$ cat config.mk
export PLATFORM = sky130hd
export DESIGN_NAME = mult_div_unit
export DESIGN_NICKNAME = d
export VERILOG_FILES = /design/src/rtl/mdu_pkg.sv /design/src/rtl/mult_div_unit_step.sv /design/src/rtl/mult_div_unit.sv
export SDC_FILE = /design/constraint.sdc
export NUM_CORES = 1
export LEC_CHECK = 0
export ABC_AREA = 1
export CELL_PAD_IN_SITES_DETAIL_PLACEMENT = 0
export CELL_PAD_IN_SITES_GLOBAL_PLACEMENT = 1
export CORE_AREA = 4 4 186 188
export DETAILED_ROUTE_END_ITERATION = 7
export DIE_AREA = 0 0 190 192
export PLACE_DENSITY = 0.81
export SYNTH_ARGS = -nofsm -noshare
export SYNTH_HDL_FRONTEND = slang
export SYNTH_SLANG_ARGS = --single-unit
$ cat constraint.sdc
create_clock -name clk -period 6.1 [get_ports clk]
set_clock_uncertainty 0.2 [all_clocks]
set_input_delay 1.22 -clock clk [delete_from_list [all_inputs] [get_ports clk]]
set_output_delay 1.22 -clock clk [all_outputs]
set_load 0.1 [all_outputs]
$ cat src/rtl/mdu_pkg.sv
// Shared definitions for the multiply/divide unit: op codes, FSM states,
// iteration mode and the divide-by-zero quotient pattern.
package mdu_pkg;

  localparam logic [2:0] OP_MULT  = 3'd0;
  localparam logic [2:0] OP_MULTU = 3'd1;
  localparam logic [2:0] OP_DIV   = 3'd2;
  localparam logic [2:0] OP_DIVU  = 3'd3;
  localparam logic [2:0] OP_MTHI  = 3'd4;
  localparam logic [2:0] OP_MTLO  = 3'd5;

  typedef enum logic [1:0] {
    ST_IDLE = 2'd0,
    ST_CALC = 2'd1,
    ST_FIX  = 2'd2
  } state_e;

  typedef enum logic {
    MODE_MUL = 1'b0,
    MODE_DIV = 1'b1
  } mode_e;

  // Quotient reported on divide by zero; sliced to WIDTH by the user.
  localparam logic [63:0] DIVZERO_LO = '1;

endpackage

$ cat src/rtl/mult_div_unit_step.sv
// One radix-2 iteration of the multiply/divide datapath (purely combinational).
//   MODE_MUL: acc = {partial_hi, multiplier}; add operand when lsb set, shift right.
//   MODE_DIV: acc = {remainder, dividend/quotient}; shift left, trial subtract.
module mdu_step import mdu_pkg::*; #(
  parameter int WIDTH = 32
) (
  input  mode_e              mode,
  input  logic [2*WIDTH-1:0] acc_i,
  input  logic [WIDTH-1:0]   opnd_i,
  output logic [2*WIDTH-1:0] acc_o,
  output logic               qbit_o
);

  logic [WIDTH:0] sum;
  logic [WIDTH:0] rem_sh;
  logic [WIDTH:0] diff;

  // Both step flavours are evaluated; mode selects which one updates acc.
  always_comb begin
    sum    = {1'b0, acc_i[2*WIDTH-1:WIDTH]} + (acc_i[0] ? {1'b0, opnd_i} : '0);
    rem_sh = acc_i[2*WIDTH-1:WIDTH-1];
    // The extra top bit of diff is the borrow of the trial subtraction.
    diff   = rem_sh - {1'b0, opnd_i};
    qbit_o = 1'b0;
    acc_o  = '0;
    if (mode == MODE_MUL) begin
      acc_o = {sum, acc_i[WIDTH-1:1]};
    end else begin
      qbit_o = ~diff[WIDTH];
      acc_o  = {(qbit_o ? diff[WIDTH-1:0] : rem_sh[WIDTH-1:0]), acc_i[WIDTH-2:0], qbit_o};
    end
  end

endmodule

$ cat src/rtl/mult_div_unit.sv
// Multi-cycle multiply/divide unit with HI/LO registers.
// Operands are reduced to magnitudes on accept, iterated WIDTH times through
// mdu_step, then sign-corrected and written to HI/LO in the FIX state.
// Build option: define MDU_SIGNED_EN for signed MULT/DIV; otherwise op 0 is
// MULTU and op 2 is DIVU and no sign logic is built.
module mult_div_unit import mdu_pkg::*; #(
  parameter int WIDTH = 32,
  parameter int CNT_W = 6
) (
  input  logic             clk,
  input  logic             rst_n,
  input  logic             start,
  input  logic [2:0]       op,
  input  logic [WIDTH-1:0] src_a,
  input  logic [WIDTH-1:0] src_b,
  output logic             busy,
  output logic             done,
  output logic [WIDTH-1:0] hi,
  output logic [WIDTH-1:0] lo
);

  state_e               state_q, state_d;
  logic [CNT_W-1:0]     cnt_q, cnt_d;
  logic [2*WIDTH-1:0]   acc_q, acc_d;
  logic [WIDTH-1:0]     opnd_q, opnd_d;
  mode_e                mode_q, mode_d;
  logic                 dz_q, dz_d;
  logic                 busy_q, busy_d;
  logic                 done_q, done_d;
  logic [WIDTH-1:0]     hi_q, hi_d;
  logic [WIDTH-1:0]     lo_q, lo_d;

  logic [WIDTH-1:0]     a_abs, b_abs;
  logic                 req_div;
  logic [2*WIDTH-1:0]   step_acc;
  logic                 step_qbit;
  logic [WIDTH-1:0]     quo, rem;
  logic [2*WIDTH-1:0]   prod;

`ifdef MDU_SIGNED_EN
  logic                 neg_a, neg_b;
  logic                 neg_res_q, neg_res_d;
  logic                 neg_rem_q, neg_rem_d;
`endif

  assign busy = busy_q;
  assign done = done_q;
  assign hi   = hi_q;
  assign lo   = lo_q;

  mdu_step #(.WIDTH(WIDTH)) u_step (
    .mode   (mode_q),
    .acc_i  (acc_q),
    .opnd_i (opnd_q),
    .acc_o  (step_acc),
    .qbit_o (step_qbit)
  );

  // Operand magnitudes for the incoming request (signed ops only).
  always_comb begin
    a_abs = src_a;
    b_abs = src_b;
`ifdef MDU_SIGNED_EN
    neg_a = 1'b0;
    neg_b = 1'b0;
    if (op == OP_MULT || op == OP_DIV) begin
      neg_a = src_a[WIDTH-1];
      neg_b = src_b[WIDTH-1];
    end
    if (neg_a) a_abs = -src_a;
    if (neg_b) b_abs = -src_b;
`endif
  end

  // FSM next state, datapath update and final HI/LO correction.
  always_comb begin
    state_d = state_q;
    cnt_d   = cnt_q;
    acc_d   = acc_q;
    opnd_d  = opnd_q;
    mode_d  = mode_q;
    dz_d    = dz_q;
    busy_d  = busy_q;
    done_d  = 1'b0;
    hi_d    = hi_q;
    lo_d    = lo_q;
    req_div = (op == OP_DIV) || (op == OP_DIVU);
    quo     = acc_q[WIDTH-1:0];
    rem     = acc_q[2*WIDTH-1:WIDTH];
    prod    = acc_q;
`ifdef MDU_SIGNED_EN
    neg_res_d = neg_res_q;
    neg_rem_d = neg_rem_q;
`endif
    case (state_q)
      ST_IDLE: begin
        if (start) begin
          case (op)
            OP_MULT, OP_MULTU, OP_DIV, OP_DIVU: begin
              mode_d  = req_div ? MODE_DIV : MODE_MUL;
              // Divide iterates on the dividend, multiply on the multiplier.
              acc_d   = {{WIDTH{1'b0}}, (req_div ? a_abs : b_abs)};
              opnd_d  = req_div ? b_abs : a_abs;
              dz_d    = req_div && (src_b == '0);
              cnt_d   = '0;
              busy_d  = 1'b1;
              state_d = ST_CALC;
`ifdef MDU_SIGNED_EN
              neg_res_d = neg_a ^ neg_b;
              neg_rem_d = neg_a;
`endif
            end
            OP_MTHI: hi_d = src_a;
            OP_MTLO: lo_d = src_a;
            default: ;
          endcase
        end
      end
      ST_CALC: begin
        acc_d = (mode_q == MODE_DIV) ? {step_acc[2*WIDTH-1:1], step_qbit} : step_acc;
        cnt_d = cnt_q + CNT_W'(1);
        if (cnt_q == CNT_W'(WIDTH - 1)) state_d = ST_FIX;
      end
      ST_FIX: begin
        if (mode_q == MODE_DIV) begin
`ifdef MDU_SIGNED_EN
          if (neg_res_q) quo = -quo;
          if (neg_rem_q) rem = -rem;
`endif
          // With a zero divisor the remainder path already yields the dividend.
          if (dz_q) quo = DIVZERO_LO[WIDTH-1:0];
          hi_d = rem;
          lo_d = quo;
        end else begin
`ifdef MDU_SIGNED_EN
          if (neg_res_q) prod = -prod;
`endif
          {hi_d, lo_d} = prod;
        end
        busy_d  = 1'b0;
        done_d  = 1'b1;
        cnt_d   = '0;
        state_d = ST_IDLE;
      end
      default: begin
        busy_d  = 1'b0;
        state_d = ST_IDLE;
      end
    endcase
  end

  // State registers; synchronous active-low reset aborts any op in flight.
  always_ff @(posedge clk) begin
    if (!rst_n) begin
      state_q <= ST_IDLE;
      cnt_q   <= '0;
      acc_q   <= '0;
      opnd_q  <= '0;
      mode_q  <= MODE_MUL;
      dz_q    <= 1'b0;
      busy_q  <= 1'b0;
      done_q  <= 1'b0;
      hi_q    <= '0;
      lo_q    <= '0;
`ifdef MDU_SIGNED_EN
      neg_res_q <= 1'b0;
      neg_rem_q <= 1'b0;
`endif
    end else begin
      state_q <= state_d;
      cnt_q   <= cnt_d;
      acc_q   <= acc_d;
      opnd_q  <= opnd_d;
      mode_q  <= mode_d;
      dz_q    <= dz_d;
      busy_q  <= busy_d;
      done_q  <= done_d;
      hi_q    <= hi_d;
      lo_q    <= lo_d;
`ifdef MDU_SIGNED_EN
      neg_res_q <= neg_res_d;
      neg_rem_q <= neg_rem_d;
`endif
    end
  end

endmodule

==> results.ini <==
[critical_path]
path_class=register to register
critPathSlowestCell=fa_1
crit_family=simple AND/OR/NAND/NOR gates
reg2regPathDepth=18
path_max_fanout=34
start_kind=register
worstPathCellList=inv_1, ha_1, fa_1, inv_1, nand2_1, nand2_1, nand3_1, nand2_2, nand2_1, nand2_2, nand2_2, nand2_2, nand2_2, nand2_4, nand2_1, nand3_1, nand3_1, a21oi_1
startpoint=acc_q[31]
slowest_delay_ns=0.44
arrival_ns=3.67
critPathRequiredTime_ns=6.27
cp.depth=18
critPathCaptureType=register
path_common_cell=nand2_2
r2r_start=acc_q[31]
cp.buffers_inverters=2

[sta]
min_period_ns=3.51
setup_violations=0
fin_crit_sh_pct=57.5
hold_viol=0
slew_violations=0
fin_tns_setup_ns=0
rsz0062_at_grt=false
tightest_slew_ns=1.18
slew_headroom_pct=20.9
fmax_mhz=285
finalWorstSetupSlack_ns=2.59

[clock_network]
clockBufferDepth=2
numCtsBuffers=17
clk_latency_ns=0.44
cts_sinks=172
cts_setup_buffers=0
cts_tree=built
h-tree-depth=4
cts_resized=0
cts_hold_buffers=0
cts_root_buffer=clkbuf_16
path_clk_slew_ns=0.07

[route]
initialDrtViolationCount=1414
drtAntennaViolNets=0
routedWlPerCell_um=17.9
via_per_inst=5.40
vias=14677
first_pass_iters=6
finalWirelength_um=48600
route.detailed.drc=0

[logic_synthesis]
synth_ff_type=dfxtp_1
synth-seq-cells=172
syn_area_per_cell_um2=5.96
synth_cells=2197
syn_area_mm2=0.0131
yosysUniqueCellTypes=45
synth_fp_nets=2337
synth_enable_flop_cells=0
async_flop_share_pct=0
yosysSeqAreaShare_pct=26.3
synth_warnings=0

[placed_design]
dp_hpwl_um=37500
place_ws_ns=2.24
dp_cells=2689
place_congestion=0.944
port-buffer-count=135

[final_layout]
final_common_cell=nand2_1
finish.net_count=2400
n_fill_cell=3600
seq_area_mm2=0.00344
diodes=0
utilization_pct=46.1
layout_common_cells=602 x nand2_1, 265 x inv_1, 252 x o21ai_0
drive_gt1_share_pct=3.61
fin_cells=2720
multiInputGateArea_mm2=0.00823
areaGrowthSynthToFinish_pct=16.5

[floorplanning]
die_x_um=190
core_mm2=0.0331
die-height_um=192
dieArea_mm2=0.0365
io_pins=136
start_util_pct=39.6
placementRows=67

[grt]
grt_pass1_wl_um=76500
antenna_found_initial=0
grt_max_degree=71
gr-total-overflow=0
grt_pass1_vias=13597
grt_usage_pct=26.3

[power]
power_density_mw_per_mm2=400
peakVddDrop_uv=231
leakage_nw=6.80
p_total_mw=6.10

[worst_hold_path]
hold_start=cnt_q[5]
hold-path-cell-count=1
min_path_type=register to register

[outcome]
status=complete, no violations

[flow_run]
maxCapViolCount=0

## worst paths after layout
| path | slack [ns] | end |
|---|---|---|
| min | 0.26 | cnt_q[5] |
| max | 2.59 | acc_q[47] |
| min reg2reg | 0.26 | cnt_q[5] |
| max reg2reg | 2.59 | acc_q[47] |
## layer usage
| layer | global-route usage, % | share of wire (%) |
|---|---|---|
| met2 | 40.5 | 43 |
| met4 | 5.48 | 1.6 |
| met3 | 3.60 | 6.7 |
| met1 | 39.1 | 48 |
| met5 | 0 | 0 |
## cells in the mapped netlist, drive strengths merged (4+ instances only)
| master | count | share of area [%] |
|---|---|---|
| ha | 68 | 6.5 |
| buf | 17 | 0.83 |
| nor4 | 8 | 0.38 |
| and2 | 4 | 0.19 |
| xnor2 | 7 | 0.47 |
| a21oi | 116 | 4.5 |
| clkbuf | 88 | 2.5 |
| nor2 | 212 | 6.2 |
| or2 | 4 | 0.19 |
| nand3 | 132 | 5.0 |
| a21o | 7 | 0.40 |
| a31oi | 129 | 6.2 |
| nand4 | 19 | 0.91 |
| inv | 273 | 7.8 |
| nand2 | 613 | 18 |
| o21bai | 8 | 0.46 |
| o21ai | 267 | 10 |
| nor3 | 18 | 0.73 |
| xor2 | 13 | 0.87 |
| dfxtp | 172 | 26 |
| o21a | 4 | 0.23 |
## cell type report
cell class                 instances  area share, %
clock inverter                    10          0.435
timing repair buffer             149           9.53
inverter                         274           6.74
tap                              448           3.67
multi-input combinational       1646           53.9
sequential                       172           22.6
clock buffer                      21           3.08
## cells by family (layout without fill, tap and decap cells)
family | count (synthesis) | after routing | synth area share, %
AOI/OAI and AO/OA | 541 | 541 | 22.6
xor gates and xnor gates | 20 | 20 | 1.34
DFF | 172 | 172 | 26.3
buffers and inverters | 379 | 454 | 11.2
and+or+nand+nor | 1015 | 1015 | 31.8
adders and majority gates | 70 | 70 | 6.80
## through the flow
stage / cell area, µm² / hold slack [ns]
global placement: 14700 / 0.241
CTS: 15300 / 0.262
floorplan: 13100 / 0.223
global route: 15300 / 0.287
finish: 15300 / 0.261
detailed placement: 14700 / 0.248
## worst register-to-register path: stages, from the launching register on
cell     delay (ns)
dfxtp_1        0.42
inv_1          0.13
ha_1           0.34
fa_1           0.45
inv_1          0.16
nand2_1        0.07
nand2_1        0.07
nand3_1        0.08
nand2_2        0.14
nand2_1        0.08
nand2_2        0.13
nand2_2        0.08
nand2_2        0.08
nand2_2        0.06
nand2_4        0.37
nand2_1        0.16
nand3_1        0.18
nand3_1        0.10
a21oi_1        0.13
## state kept, by name, summed over array words and instances, names as in the netlist
signal,cells
lo,32
acc_q,64
opnd_q,32
mode_q,1
done,1
hi,32
cnt_q,6
state_q,2
busy,1
dz_q,1
## report_power, final
part | leakage [nW] | total (mW) | internal, mW | switching (mW)
clock network | 0.265 | 1.03 | 0.550 | 0.484
logic | 5.13 | 3.45 | 0.905 | 2.55
registers | 1.41 | 1.61 | 1.38 | 0.239
total | 6.80 | 6.10 | 2.83 | 3.27
Note: power is estimated with default switching activity, not from simulation.
